**config.mk**
```make
export PLATFORM = sky130hd
export DESIGN_NAME = axi4_lite_regfile_slave
export DESIGN_NICKNAME = d
export VERILOG_FILES = /design/src/rtl/axi4_lite_regfile_slave.sv
export SDC_FILE = /design/constraint.sdc
export NUM_CORES = 1
export LEC_CHECK = 0
export CAP_MARGIN = 25
export CORE_UTILIZATION = 30
export DETAILED_ROUTE_END_ITERATION = 7
export GPL_ROUTABILITY_DRIVEN = 0
export HOLD_SLACK_MARGIN = 0.1
export PLACE_DENSITY_LB_ADDON = 0.2
export SYNTH_ARGS = -nofsm -noshare
export SYNTH_HDL_FRONTEND = slang
export SYNTH_SLANG_ARGS = --single-unit
```
**constraint.sdc**
```tcl
create_clock -name S_AXI_ACLK -period 5.5 [get_ports S_AXI_ACLK]
set_input_delay 1.1 -clock S_AXI_ACLK [delete_from_list [all_inputs] [get_ports S_AXI_ACLK]]
set_output_delay 1.1 -clock S_AXI_ACLK [all_outputs]
set_load 0.05 [all_outputs]
```
**src/rtl/axi4_lite_regfile_slave.sv**
```systemverilog
// AXI4-Lite register file slave: parametrised width/depth, DECERR on bad addresses.
// Define AXIL_REGFILE_RO_EN to make RO_MASK registers answer writes with SLVERR.
module axi4_lite_regfile_slave #(
   parameter int                  C_S_AXI_DATA_WIDTH = 32,
   parameter int                  C_S_AXI_ADDR_WIDTH = 6,
   parameter int                  NUM_REGS           = 8,
   parameter logic [31:0]         DECERR_DATA        = 32'hDEADDEAD,
   parameter logic [NUM_REGS-1:0] RO_MASK            = '0
) (
   input  logic                              S_AXI_ACLK,
   input  logic                              S_AXI_ARESETN,
   input  logic [C_S_AXI_ADDR_WIDTH-1:0]     S_AXI_AWADDR,
   input  logic [2:0]                        S_AXI_AWPROT,
   input  logic                              S_AXI_AWVALID,
   output logic                              S_AXI_AWREADY,
   input  logic [C_S_AXI_DATA_WIDTH-1:0]     S_AXI_WDATA,
   input  logic [C_S_AXI_DATA_WIDTH/8-1:0]   S_AXI_WSTRB,
   input  logic                              S_AXI_WVALID,
   output logic                              S_AXI_WREADY,
   output logic [1:0]                        S_AXI_BRESP,
   output logic                              S_AXI_BVALID,
   input  logic                              S_AXI_BREADY,
   input  logic [C_S_AXI_ADDR_WIDTH-1:0]     S_AXI_ARADDR,
   input  logic [2:0]                        S_AXI_ARPROT,
   input  logic                              S_AXI_ARVALID,
   output logic                              S_AXI_ARREADY,
   output logic [C_S_AXI_DATA_WIDTH-1:0]     S_AXI_RDATA,
   output logic [1:0]                        S_AXI_RRESP,
   output logic                              S_AXI_RVALID,
   input  logic                              S_AXI_RREADY
);

   localparam int DW       = C_S_AXI_DATA_WIDTH;
   localparam int AW       = C_S_AXI_ADDR_WIDTH;
   localparam int SW       = DW / 8;
   localparam int ADDR_LSB = $clog2(SW);
   localparam int IW       = AW - ADDR_LSB;

   localparam logic [1:0] RESP_OKAY   = 2'b00;
   localparam logic [1:0] RESP_SLVERR = 2'b10;
   localparam logic [1:0] RESP_DECERR = 2'b11;

   logic [DW-1:0]  r_regs [NUM_REGS];
   logic           r_rst_done;

   logic           r_aw_held;
   logic [AW-1:0]  r_aw_addr;
   logic           r_w_held;
   logic [DW-1:0]  r_w_data;
   logic [SW-1:0]  r_w_strb;
   logic           r_bvalid;
   logic [1:0]     r_bresp;

   logic           r_rvalid;
   logic [1:0]     r_rresp;
   logic [DW-1:0]  r_rdata;

   logic           w_aw_hs;
   logic           w_w_hs;
   logic           w_ar_hs;
   logic           w_commit;
   logic [IW-1:0]  w_wr_idx;
   logic [1:0]     w_wr_dec;
   logic           w_wr_ro;
   logic [1:0]     w_wr_resp;
   logic [IW-1:0]  w_rd_idx;
   logic [1:0]     w_rd_dec;
   logic [DW-1:0]  w_decerr_data;
   logic           w_unused;

   function automatic logic [1:0] f_decode(input logic [AW-1:0] a);
      logic [IW-1:0] idx;
      idx = a[AW-1:ADDR_LSB];
      if (a[ADDR_LSB-1:0] != '0)
         return RESP_DECERR;
      if (32'(idx) >= NUM_REGS)
         return RESP_DECERR;
      return RESP_OKAY;
   endfunction

   assign S_AXI_AWREADY = r_rst_done & ~r_aw_held & ~r_bvalid;
   assign S_AXI_WREADY  = r_rst_done & ~r_w_held & ~r_bvalid;
   assign S_AXI_ARREADY = r_rst_done & ~r_rvalid;
   assign S_AXI_BVALID  = r_bvalid;
   assign S_AXI_BRESP   = r_bresp;
   assign S_AXI_RVALID  = r_rvalid;
   assign S_AXI_RRESP   = r_rresp;
   assign S_AXI_RDATA   = r_rdata;

   assign w_aw_hs  = S_AXI_AWVALID & S_AXI_AWREADY;
   assign w_w_hs   = S_AXI_WVALID & S_AXI_WREADY;
   assign w_ar_hs  = S_AXI_ARVALID & S_AXI_ARREADY;
   assign w_commit = r_aw_held & r_w_held;

   assign w_wr_idx = r_aw_addr[AW-1:ADDR_LSB];
   assign w_wr_dec = f_decode(r_aw_addr);
   assign w_rd_idx = S_AXI_ARADDR[AW-1:ADDR_LSB];
   assign w_rd_dec = f_decode(S_AXI_ARADDR);

`ifdef AXIL_REGFILE_RO_EN
   assign w_wr_ro  = (w_wr_dec == RESP_OKAY) & RO_MASK[w_wr_idx];
   assign w_unused = ^{S_AXI_AWPROT, S_AXI_ARPROT};
`else
   assign w_wr_ro  = 1'b0;
   assign w_unused = ^{S_AXI_AWPROT, S_AXI_ARPROT, RO_MASK};
`endif

   always_comb begin
      w_wr_resp = w_wr_dec;
      if (w_wr_ro)
         w_wr_resp = RESP_SLVERR;
   end

   always_comb begin
      w_decerr_data        = '0;
      w_decerr_data[31:0]  = DECERR_DATA;
   end

   // Readies stay low for the first cycle after reset is released.
   always_ff @(posedge S_AXI_ACLK) begin
      if (!S_AXI_ARESETN)
         r_rst_done <= 1'b0;
      else
         r_rst_done <= 1'b1;
   end

   always_ff @(posedge S_AXI_ACLK) begin
      if (!S_AXI_ARESETN) begin
         r_aw_held <= 1'b0;
         r_aw_addr <= '0;
      end else if (w_commit) begin
         r_aw_held <= 1'b0;
      end else if (w_aw_hs) begin
         r_aw_held <= 1'b1;
         r_aw_addr <= S_AXI_AWADDR;
      end
   end

   always_ff @(posedge S_AXI_ACLK) begin
      if (!S_AXI_ARESETN) begin
         r_w_held <= 1'b0;
         r_w_data <= '0;
         r_w_strb <= '0;
      end else if (w_commit) begin
         r_w_held <= 1'b0;
      end else if (w_w_hs) begin
         r_w_held <= 1'b1;
         r_w_data <= S_AXI_WDATA;
         r_w_strb <= S_AXI_WSTRB;
      end
   end

   always_ff @(posedge S_AXI_ACLK) begin
      if (!S_AXI_ARESETN) begin
         r_bvalid <= 1'b0;
         r_bresp  <= RESP_OKAY;
      end else if (w_commit) begin
         r_bvalid <= 1'b1;
         r_bresp  <= w_wr_resp;
      end else if (r_bvalid && S_AXI_BREADY) begin
         r_bvalid <= 1'b0;
      end
   end

   // Non-blocking update means a same-edge read sees the pre-write value.
   always_ff @(posedge S_AXI_ACLK) begin
      if (!S_AXI_ARESETN) begin
         for (int i = 0; i < NUM_REGS; i++)
            r_regs[i] <= '0;
      end else if (w_commit && (w_wr_resp == RESP_OKAY)) begin
         for (int b = 0; b < SW; b++) begin
            if (r_w_strb[b])
               r_regs[w_wr_idx][8*b +: 8] <= r_w_data[8*b +: 8];
         end
      end
   end

   always_ff @(posedge S_AXI_ACLK) begin
      if (!S_AXI_ARESETN) begin
         r_rvalid <= 1'b0;
         r_rresp  <= RESP_OKAY;
         r_rdata  <= '0;
      end else if (w_ar_hs) begin
         r_rvalid <= 1'b1;
         r_rresp  <= w_rd_dec;
         if (w_rd_dec == RESP_OKAY)
            r_rdata <= r_regs[w_rd_idx];
         else
            r_rdata <= w_decerr_data;
      end else if (r_rvalid && S_AXI_RREADY) begin
         r_rvalid <= 1'b0;
      end
   end

endmodule

```
After elaboration in Yosys (flattened, before gate mapping)
Memory sizes are Yosys's and may differ from the RTL's.
Cells that the tools add are included.
Widths: inputs -> output; s select.
{"block": "word_totals", "regBits": 83, "ram_bits": 256, "inputBits": 61, "out_inout_bits": 41, "elab_cells": 82, "memories": 1}
{"memory": "r_regs", "words": 8, "word_bits": 32, "rd": 1, "rd_clocked_by_memory_dff": 0, "wr": 8, "line_no": "43", "rtl": "logic [DW-1:0] r_regs [NUM_REGS];"}
{"block": "op_classes", "n_lt_le_gt_ge": 2, "muxes": 40, "bitwise_logic": 15, "n_reduce_logical": 13}
{"cell": "$mux 32", "count": 2}
{"cell": "$reduce_or 32->1", "count": 1}
{"cell": "$mux 1", "count": 28}
{"cell": "$mux 2", "count": 8}
{"cell": "$and 1x1->1", "count": 9}
{"cell": "$ge 4x4->1 const B", "count": 2}
{"cell": "$reduce_bool 2->1", "count": 4}
{"cell": "$not 1->1", "count": 6}
{"cell": "$logic_not 2->1", "count": 2}
{"cell": "$mux 4", "count": 1}
{"cell": "$reduce_and 2->1", "count": 2}
{"cell": "$logic_and 1x1->1", "count": 3}
{"cell": "$mux 3", "count": 1}
{"cell": "$reduce_or 2->1", "count": 1}

Logic depth before layout (Yosys ltp)
{"block": "logic_depth", "depth_word": 12, "ltp_mapped": 7}

Least setup slack after synthesis
Ideal clock, no wire load.
{"block": "synth_timing", "kind": "register -> output", "start": "register r_bvalid (netlist: S_AXI_BVALID)", "end": "output S_AXI_AWREADY", "arrival_ps": 1757, "path_slack_ps": 2643, "path_stages_with_launch": 2, "n_path_buf": 0, "path_cell_list": "dfxtp_1 > nor3b_1"}
{"block": "synth_between", "elab_chain_len": 2}
{"item": "from (decl)", "line_no": "51", "rtl": "logic r_bvalid;"}
{"item": "from (signal assigned)", "line_no": "155", "rtl": "r_bvalid <= 1'b0;"}
{"item": "from (signal assigned)", "line_no": "158", "rtl": "r_bvalid <= 1'b1;"}
{"item": "from (signal assigned)", "line_no": "161", "rtl": "r_bvalid <= 1'b0;"}
{"item": "$not 1->1", "line_no": "81", "rtl": "assign S_AXI_AWREADY = r_rst_done & ~r_aw_held & ~r_bvalid;"}
{"item": "$and 1x1->1", "line_no": "81"}
{"item": "to (decl)", "line_no": "15", "rtl": "output logic S_AXI_AWREADY,"}
Every way passes these cells.

Worst setup path after layout
{"block": "layout_timing", "start": "register r_rst_done", "end": "output S_AXI_AWREADY"}
{"block": "layout_between", "elab_chain_len": 2}
{"item": "from (decl)", "line_no": "44", "rtl": "logic r_rst_done;"}
{"item": "from (signal assigned)", "line_no": "122", "rtl": "r_rst_done <= 1'b0;"}
{"item": "from (signal assigned)", "line_no": "124", "rtl": "r_rst_done <= 1'b1;"}
{"item": "$and 1x1->1 (2 in series)", "line_no": "81"}
Every way passes these cells.

==> run summary <==
result of the run: complete, no violations
Post-Syn Instances: 1059
max-capacitance violation count: 0
Pre-Repair DR Iteration Count: 8
clock tree sinks: 337
Setup Buffers After CTS: 0
number of hold violations in the final report: 0
Tcrit/Tclk final: 61.9%
total number of vias: 8555
fraction of final layout cells sized beyond drive strength 1: 14.7%
Pint: 4.53 mW
Vias/cell: 4.69
required time of the worst setup path: 4400 ps
maximum clock insertion buffer count: 3
overflow left after global routing: 0
area share of the largest cell type after synthesis: 53.1%
detailed-placement wirelength estimate: 24800 um
Synth area leaders: edfxtp_1, and2_1, dfxtp_1
Setup Crit Path Kind: reg -> out
wire length per cell: 20.9 um
Setup TNS: 0 ps
register clock-pin slew on the reported worst setup and hold paths: 60 ps
combinational share of power: 7.0%
Max Fanout on Critical Path: 4
clock buffer count from CTS: 39
worst setup margin: 2090 ps
net count reported at finish: 1238
starting DRC count in detailed routing: 705
DRC Markers: 0
worst skew pair latency: 550 ps
type of origin of the critical path: flip-flop
Worst VDD drop: 0.173 mV
cts hold-fix bufs: 0
final count of pins violating max slew: 0
die boundary width: 222 um
Placed Cells incl. Taps: 1750
Hold Path Class: reg -> reg
smallest hold slack: 453 ps
residual antenna-violating net count after detailed routing: 0
unrepaired setup endpoints after global routing: no
pin count of the biggest net entering global routing: 58
Syn Nets: 1120
CTS tree: done
Yosys warnings: 0
setup slack on the worst flop-to-flop path: 2870 ps
Initial Utilization: 30.4%
power dissipated by switching net loads: 1.34 mW
number of distinct library cells after synthesis: 36
maximum frequency from static timing analysis: 294 MHz
setup clock skew after layout: 11.0 ps
Setup crit end kind: primary output
post-synthesis cell type with the largest combined area: edfxtp_1
sequential element share of the synthesized area: 64.3%
die outline area: 49100 um^2
slew at the pin with the worst max-slew slack: 996 ps
Synth Register Bits: 337
Final Non-Filler Cells: 1825
count of flip-flops with a built-in enable after synthesis: 256
post-synthesis instance area: 14500 um^2
number of cells upsized or downsized after cts: 0
clock root cell: clkbuf_16
Tmin final: 3410 ps
Vert. Die Dim: 222 um
number of global-route vias before repair: 8804
post-placement cell area: 16100 um^2
floorplan row count: 80
fraction of synthesis flops using an asynchronous set or reset pin: 0%
first-pass GRT wire length: 57500 um
power density cells: 338 nW/um^2
per-instance average area after synthesis: 13.7 um^2
post-synthesis to final-layout area growth: 20.2%
Switching Fraction: 22.9%
CORE AREA: 47600 um^2
final setup fails: 0
Data arrival, critical path: 2310 ps
# port buffers: 95
post-route design area: 17400 um^2
remaining max-slew budget at the tightest pin: 33.5%
final wirelength: 38100 um
worst slack at placement: 2050 ps
static power due to leakage: 6.13 nW
total routing usage reported by global routing: 15.8%
share of power burned in the clock network: 43.8%
I/O pin count: 102
most instantiated flip-flop cell in the synthesis netlist: edfxtp_1
number of antenna violations at the first check in global routing: 1
H-tree levels: 2
sequential cell fraction of total power: 49.2%
worst paths after layout:
kind / start / cells after the start / to
worst min register to register: S_AXI_RDATA[22]$_SDFFE_PN0P_ / 2 / S_AXI_RDATA[22]$_SDFFE_PN0P_
worst max-delay path: r_rst_done$_DFF_P_ / 2 / S_AXI_AWREADY
worst min-delay path: S_AXI_RDATA[22]$_SDFFE_PN0P_ / 2 / S_AXI_RDATA[22]$_SDFFE_PN0P_
worst max register to register: r_aw_addr[5]$_SDFFE_PN0P_ / 4 / r_regs[7][26]$_SDFFCE_PN0P_
cells by family after synthesis:
| kind of cell | Yosys count | share of synthesized area [%] |
|---|---|---|
| AOI/OAI and AO/OA | 149 | 5.71 |
| and+or+nand+nor | 433 | 17.1 |
| buffers and inverters | 60 | 2.64 |
| DFF | 337 | 64.3 |
| muxes | 80 | 10.2 |
area by class of cell:
class	count	area, um^2
antenna	3	7.51
clock buffer	52	1100
sequential	337	9310
multi-input combinational	662	4780
tap	615	769
timing repair buffer	135	1250
fill	4579	30300
inverter	2	7.51
clock inverter	19	169
state kept, by name (all words and copies together) (netlist names):
name          count
S_AXI_BRESP       1
S_AXI_BVALID      1
S_AXI_RDATA      32
S_AXI_RRESP       1
S_AXI_RVALID      1
r_aw_addr         6
r_aw_held         1
r_regs          256
r_rst_done        1
r_w_data         32
r_w_held          1
r_w_strb          4
metrics by stage:
step | util, % | power (mW)
2_1_floorplan | - | 3.17
6_report | 36.5 | 5.87
4_1_cts | 36.5 | 5.95
3_3_place_gp | 33.8 | 3.36
3_5_place_dp | 33.8 | 3.36
5_1_grt | 36.5 | 6.08
routing by layer:
metal	part of all wire (%)	track usage, %	up-vias	routed length, um
li1	-	-	4076	-
met1	48	22.4	4222	18200
met2	45	24.3	207	17100
met3	5.1	3.22	50	1960
met4	2.0	4.48	0	768
met5	0	0	-	0
power by group through the flow:
| stage | sequential [mW] | combinational (mW) | clock [mW] |
|---|---|---|---|
| 6_report | 2.89 | 0.411 | 2.57 |
| 5_1_grt | 2.90 | 0.439 | 2.74 |
| 4_1_cts | 2.89 | 0.418 | 2.64 |
| 3_5_place_dp | 2.94 | 0.417 | 0 |
| 3_3_place_gp | 2.94 | 0.415 | 0 |
| 2_1_floorplan | 2.96 | 0.212 | 0 |
cell usage after synthesis, types with 2 or more instances:
cell type and count:
mux2i_1 26, and2_1 260, nor2_4 8, mux4_2 54, nor2b_1 2, nand3_4 4
nand2b_1 3, a22oi_1 10, nand3_1 2, dfxtp_1 81, a21oi_1 51, buf_2 20
o21ai_0 55, nand3b_1 4, edfxtp_1 256, clkbuf_1 21, nor2_1 51, nor2_2 4
buf_6 7, buf_4 5, nand2_1 86, buf_12 3, o22ai_1 22, o211ai_1 10
or3b_2 2, inv_1 2
critical path, stage by stage (launching register included):
cell and delay, ps:
dfxtp_1 570, nor3b_1 330, clkdlybuf4s50_1 860
cells in the final DEF, fill, tap and decap left out, types with 4 or more instances in the layout:
master / instances
nand3_4: 4
nor2_1: 51
clkinv_1: 6
clkbuf_16: 41
dfxtp_1: 81
o211ai_1: 10
nor2_4: 8
nand3b_1: 4
and2_1: 259
buf_4: 39
o22ai_1: 22
mux2i_1: 26
o21ai_0: 55
a22oi_1: 10
clkdlybuf4s50_1: 92
clkinv_2: 8
edfxtp_1: 256
mux4_2: 54
nand2_1: 86
nor2_2: 4
clkbuf_1: 8
a21oi_1: 51
Note: power is estimated with default switching activity, not from simulation.
